`src/rtl/mc_sequencer.sv`:
```
// Multi-cycle control sequencer for the 64-bit R-type datapath: fetch, decode,
// execute and writeback strobes, halt-on-trap with resume, retired-instruction count.
module mc_sequencer #(
  parameter int         CNT_W    = 32,
  parameter logic [6:0] OP_RTYPE = 7'b0110011,
  parameter logic [6:0] OP_ECALL = 7'b1110011
) (
  input  logic             clk,
  input  logic             rst,
  output logic             imem_req,
  input  logic             imem_ready,
  input  logic [6:0]       opcode,
  input  logic             alu_invalid,
  output logic             ir_load,
  output logic [1:0]       alu_op,
  output logic             reg_write,
  output logic             pc_write,
  output logic             halted,
  output logic [1:0]       trap_cause,
  input  logic             resume,
  output logic [CNT_W-1:0] retired
);

  typedef enum logic [2:0] {
    S_FETCH     = 3'd0,
    S_DECODE    = 3'd1,
    S_EXECUTE   = 3'd2,
    S_WRITEBACK = 3'd3,
    S_HALT      = 3'd4
  } state_t;

  localparam logic [1:0] TRAP_NONE    = 2'd0;
  localparam logic [1:0] TRAP_ILLEGAL = 2'd1;
  localparam logic [1:0] TRAP_ALU     = 2'd2;
  localparam logic [1:0] TRAP_ECALL   = 2'd3;
  localparam logic [1:0] ALUOP_IDLE   = 2'b00;
  localparam logic [1:0] ALUOP_RTYPE  = 2'b10;
  localparam logic [CNT_W-1:0] CNT_ONE = {{(CNT_W-1){1'b0}}, 1'b1};

  state_t           state_r;
  logic             halted_r;
  logic [1:0]       trap_cause_r;
  logic [CNT_W-1:0] retired_r;

  logic             imem_req_s;
  logic             ir_load_s;
  logic [1:0]       alu_op_s;
  logic             wb_s;

  // State walk, trap capture and retirement counting
  always_ff @(posedge clk) begin
    if (!rst) begin
      state_r      <= S_FETCH;
      halted_r     <= 1'b0;
      trap_cause_r <= TRAP_NONE;
      retired_r    <= {CNT_W{1'b0}};
    end else begin
      case (state_r)
        S_FETCH: begin
          if (imem_ready) state_r <= S_DECODE;
        end
        S_DECODE: begin
          if (opcode == OP_RTYPE) begin
            state_r <= S_EXECUTE;
          end else begin
            state_r      <= S_HALT;
            halted_r     <= 1'b1;
            trap_cause_r <= (opcode == OP_ECALL) ? TRAP_ECALL : TRAP_ILLEGAL;
          end
        end
        S_EXECUTE: begin
          if (alu_invalid) begin
            state_r      <= S_HALT;
            halted_r     <= 1'b1;
            trap_cause_r <= TRAP_ALU;
          end else begin
            state_r <= S_WRITEBACK;
          end
        end
        S_WRITEBACK: begin
          state_r   <= S_FETCH;
          retired_r <= retired_r + CNT_ONE;
        end
        S_HALT: begin
          if (resume) begin
            state_r      <= S_FETCH;
            halted_r     <= 1'b0;
            trap_cause_r <= TRAP_NONE;
          end
        end
        default: begin
          state_r      <= S_FETCH;
          halted_r     <= 1'b0;
          trap_cause_r <= TRAP_NONE;
        end
      endcase
    end
  end

  // Datapath strobes decoded from the current state
  always_comb begin
    imem_req_s = 1'b0;
    ir_load_s  = 1'b0;
    alu_op_s   = ALUOP_IDLE;
    wb_s       = 1'b0;
    case (state_r)
      S_FETCH: begin
        imem_req_s = 1'b1;
        ir_load_s  = imem_ready;
      end
      S_DECODE, S_EXECUTE: begin
        alu_op_s = ALUOP_RTYPE;
      end
      S_WRITEBACK: begin
        alu_op_s = ALUOP_RTYPE;
        wb_s     = 1'b1;
      end
      default: begin
        imem_req_s = 1'b0;
        ir_load_s  = 1'b0;
        alu_op_s   = ALUOP_IDLE;
        wb_s       = 1'b0;
      end
    endcase
  end

  // Reset holds every output low, including the registered status
  always_comb begin
    if (rst) begin
      imem_req   = imem_req_s;
      ir_load    = ir_load_s;
      alu_op     = alu_op_s;
      reg_write  = wb_s;
      pc_write   = wb_s;
      halted     = halted_r;
      trap_cause = trap_cause_r;
      retired    = retired_r;
    end else begin
      imem_req   = 1'b0;
      ir_load    = 1'b0;
      alu_op     = ALUOP_IDLE;
      reg_write  = 1'b0;
      pc_write   = 1'b0;
      halted     = 1'b0;
      trap_cause = TRAP_NONE;
      retired    = {CNT_W{1'b0}};
    end
  end

endmodule

```
`config.mk`:
```
export PLATFORM = sky130hd
export DESIGN_NAME = mc_sequencer
export DESIGN_NICKNAME = d
export VERILOG_FILES = /design/src/rtl/mc_sequencer.sv
export SDC_FILE = /design/constraint.sdc
export NUM_CORES = 1
export LEC_CHECK = 0
export ABC_AREA = 0
export ABC_CLOCK_PERIOD_IN_PS = 4000
export BUFFER_PORTS_ARGS = -buffer_cell sky130_fd_sc_hd__buf_2
export CAP_MARGIN = 20
export CORE_MARGIN = 8
export CORE_UTILIZATION = 35
export DETAILED_ROUTE_END_ITERATION = 7
export GPL_ROUTABILITY_DRIVEN = 0
export PLACE_DENSITY = 0.63
export SYNTH_ARGS = -nofsm -noshare
export SYNTH_HDL_FRONTEND = slang
export SYNTH_SLANG_ARGS = --single-unit
```
`constraint.sdc`:
```
create_clock -name clk -period 4 [get_ports clk]
set_input_delay 0.2 -clock clk [delete_from_list [all_inputs] [get_ports clk]]
set_output_delay 0.2 -clock clk [all_outputs]
set_load 0.02 [all_outputs]
```
; Yosys cells after proc, flatten, opt, wreduce, memory -nomap -nowiden
; Index checks and enable logic that the tools add are counted.
[totals]
register_bits = 38
in_bits = 12
out_inout_bits = 41
wordCells = 46
[classes]
n_addsub = 1
n_eq_ne = 10
mux = 25
bitwise = 1
n_reduce_logical = 5
[op_table]
columns = operator, count
row1 = "adder 32 x 1 -> 32 bit, second input constant", 1
row2 = 2-to-1 mux 32 bit, 1
row3 = 2-to-1 mux 2 bit, 7
row4 = 2-to-1 mux 3 bit, 4
row5 = one-hot mux 3 bit (4 select lines), 1
row6 = 2-to-1 mux 1 bit, 10
row7 = "!= test 2 bit, second input constant", 4
row8 = one-hot mux 2 bit (4 select lines), 1
row9 = "== test 7 x 6 -> 1 bit, second input constant", 1
row10 = "== test 7 bit, second input constant", 1
row11 = "== test 3 x 2 -> 1 bit, second input constant", 2
row12 = one-hot mux 1 bit (4 select lines), 1
row13 = AND reduction 4 bit, 1
row14 = "== test 3 x 1 -> 1 bit, second input constant", 1
row15 = "== test 3 bit, second input constant", 1
row16 = logical NOT 3 bit, 1
row17 = OR reduction 3 bit, 1
row18 = AND reduction 2 bit, 1
row19 = OR reduction 2 bit, 1
row20 = inverter 1 bit, 1

; Longest topological paths before layout
[logic_depth]
word_depth = 4
depth_mapped = 6
depth_no_buf = 6

; Worst setup path after synthesis
; Ideal clock, no wire load.
[synth_timing]
kind = register to register
startpoint = reg state_r[0]
endpoint = reg retired_r[31]
setup_ns = 0.123
arrival_ns = 1.686
required_time_ns = 3.877
path_slack_ns = 2.191
path_stages_with_launch = 7
path_buffers = 1
synth_period_minus_slack_ns = 1.809
path_cell_list = dfxtp_1 > buf_2 > nand3b_1 > nor4_4 > nand4_2 > nor4_2 > mux2_1
[synth_via]
elab_chain_len = 1
[synth_lines]
columns = element, line_no
row1 = from (decl), 40  ; state_t state_r;
row2 = from (signal assigned), 53  ; state_r <= S_FETCH;
row3 = from (signal assigned), 60  ; if (imem_ready) state_r <= S_DECODE;
row4 = from (signal assigned), 64  ; state_r <= S_EXECUTE;
row5 = == test 3 x 2 -> 1 bit, 58  ; case (state_r)
row6 = to (signal assigned), 56  ; retired_r <= {CNT_W{1'b0}};
row7 = to (signal assigned), 82  ; retired_r <= retired_r + CNT_ONE;
row8 = to (decl), 43  ; logic [CNT_W-1:0] retired_r;
; Every way passes these cells.
; A chain may end at the register's enable or synchronous reset.

; Final worst setup path
[layout_timing]
startpoint = reg state_r[1]
endpoint = reg retired_r[31]
; Same word-level chain as after synthesis.

==> impl_metrics.csv <==
group,metric,value,unit
synth,syn-cell-area,2110,µm²
setup_path,critPathMaxStageDelay,610,ps
routing,antenna_left,0,
synth,synth_cell_types,40,
clock_tree,tritoncts,"done",
routing,viasPerCell,4.67,
pwr,vdd_drop_max,123,µV
routing,drc_errors,0,
pwr,clockPowerShare,42.6,%
sta,fin_crit_sh,58.3,%
setup_path,path_cells,"nand3b_1 -> nor4_4 -> nand4_2 -> nor4_2 -> mux2_1",
pwr,p_int,0.581,mW
place,portBuffers,51,
clock_tree,holdBufCountCts,0,
place,dp_hpwl,3260,µm
grt,grt_overflow,0,
sta,setup_viol,0,
final_layout,antenna_cells,0,
run_status,run_status,"finished, final reports clean",
sta,min_period,2330,ps
sta,tightest_slew,623,ps
grt,grt_max_degree,45,
routing,post_drt_wl_per_cell,11.9,µm
synth,synth-edff-count,0,
routing,drt_iter0_drc,62,
grt,grt_pass1_vias,1598,
clock_tree,cts_resized,0,
final_layout,syn_to_final_growth,19.5,%
floorplanning,die_area,8780,µm²
pwr,p_leak,1.17,nW
sta,drv_slew,0,
floorplanning,core,5890,µm²
floorplanning,num_rows,28,
sta,fin_skew,6.97,ps
floorplanning,initial_utilization,35.9,%
final_layout,final_cells,368,
sta,rsz0062_at_grt,"no",
clock_tree,cts-root-buf,"clkbuf_8",
worst_hold_path,min_from,"imem_ready",
synth,synth_common_cells,"and2_1, dfxtp_1, xnor2_1",
sta,relSlewSlack,58.2,%
clock_tree,clkSlewWorstSetupHoldPaths,80,ps
clock_tree,clock_sinks,38,
synth,synthArstFlopShare,0,%
synth,syn_avg_cell_area,8.63,µm²
place,place_ws,1700,ps
final_layout,layout.nets,305,
floorplanning,die_w,93.7,µm
synth,ys_warn_count,0,
routing,num_vias,1717,
clock_tree,htree_levels,2,
synth,yosys.area.top_type_share,36.0,%
pwr,p_switching,0.160,mW
synth,syn_nets,258,
pwr,seq_power_share,52.0,%
setup_path,cp-start-kind,"register",
sta,hold_ws,205,ps
clock_tree,clk_latency,290,ps
place,dpl.cell_count,360,
worst_hold_path,hp-class,"input port to register",
synth,ys.flop_type,"dfxtp_1",
setup_path,r2r_start,"state_r[1]$_SDFFE_PN0P_",
synth,syn_inst,245,
setup_path,cp.required,4180,ps
grt,grt_pass1_wl,7090,µm
setup_path,cp-startpoint,"state_r[1]$_SDFFE_PN0P_",
synth,yosysSeqAreaShare,36.0,%
pwr,combinationalPowerShare,5.3,%
sta,hold_viol_final,0,
routing,firstDrtPassIters,4,
grt,track_usage,9.87,%
grt,antenna_found_initial,0,
setup_path,worstSetupEndpointType,"register",
setup_path,critPathMaxFanout,15,
clock_tree,cts.path.max_buffers,2,
synth,yosysMostFrequentCell,"and2_1",
setup_path,crit_type,"register to register",
setup_path,arrival,2510,ps
setup_path,slowest_stage,"dfxtp_1",
synth,synth-seq-cells,38,
clock_tree,cts_buffers,5,
final_layout,layout-drive-gt1-share,23.9,%
sta,max_freq,429,MHz
sta,setup_tns,0,ps
floorplanning,die_h,93.7,µm
clock_tree,post_cts_buffers,0,
pwr,power.density,293,nW/µm²
sta,setup_ws,1670,ps
routing,finalWirelength,4370,µm
pwr,swShare,21.6,%
synth,synth_top_cell_by_area,"dfxtp_1",
pwr,power.total,0.741,mW
run,maxCapViolations,0,
synth,synth_area_leaders,"dfxtp_1, and2_1, xnor2_1",
floorplanning,io_pins,53,
worst paths after layout:
path                             endpoint  slack (ps)  cells past startpoint
min reg2reg  trap_cause_r[0]$_SDFFE_PN0P_         490                      2
max reg2reg    retired_r[31]$_SDFFE_PN0N_        1670                      5
min               state_r[0]$_SDFFE_PN0P_         200                      3
max            retired_r[31]$_SDFFE_PN0N_        1670                      5
placed cells by master (no fill, tap or decap), drive strengths merged, types with 2 or more instances in the layout:
master  netlist  routed
and2         61      61
buf           3      52
dfxtp        38      38
xnor2        21      21
nand2        15      15
nor2         14      14
nand3        11      11
nand4        11      11
nor2b         6       6
xor2          6       6
inv           5       5
o21ai         5       5
clkbuf        9       5
nor3          5       5
and4          4       4
mux2          4       4
a21boi        3       3
and3          3       3
nor4          3       3
nor3b         2       2
a21oi         2       2
o211a         2       2
clkinv        0       2
flip-flops by register name, indices dropped and copies added (netlist names):
| register | flops |
|---|---|
| retired_r | 32 |
| trap_cause_r | 2 |
| state_r | 3 |
| halted_r | 1 |
metal layers:
| metal | track usage, % | wire (µm) |
|---|---|---|
| met1 | 11.1 | 2040 |
| met2 | 17.0 | 2040 |
| met3 | 3.04 | 230 |
| met4 | 3.57 | 61 |
| met5 | 0 | 0 |
critical path, delay by kind of cell (launching register included):
family,cells,cell delay [ps]
muxes,1,340
and+or+nand+nor,4,1270
DFF,1,610
power by group through the flow:
stage / Combinational, mW / Clock [mW] / Sequential [mW]
3_3_place_gp: 0.0401 / 0 / 0.394
4_1_cts: 0.0406 / 0.328 / 0.386
3_5_place_dp: 0.0404 / 0 / 0.394
2_1_floorplan: 0.0298 / 0 / 0.392
5_1_grt: 0.0442 / 0.341 / 0.386
6_report: 0.0396 / 0.316 / 0.386
metrics by stage:
stage,util (%),area [µm²]
2_1_floorplan,-,2110
3_3_place_gp,41.1,2420
3_5_place_dp,41.1,2420
4_1_cts,42.9,2530
5_1_grt,42.9,2530
6_report,42.9,2530
logic make-up after synthesis:
logic type      synth area share [%]
mux                             2.60
flops                           36.0
buf+inv                         3.43
compound gates                  5.09
xor+xnor                        11.2
simple gates                    40.9
other cells                    0.177
fa+ha+maj                      0.592
final cells by class:
| type | instances | area (µm²) |
|---|---|---|
| tap | 75 | 93.8 |
| timing repair buffer | 52 | 263 |
| clock buffer | 5 | 68.8 |
| inverter | 5 | 18.8 |
| sequential | 38 | 761 |
| multi-input combinational | 190 | 1280 |
| fill | 620 | 3360 |
| clock inverter | 3 | 40.0 |
(Power assumes the default switching activity.)
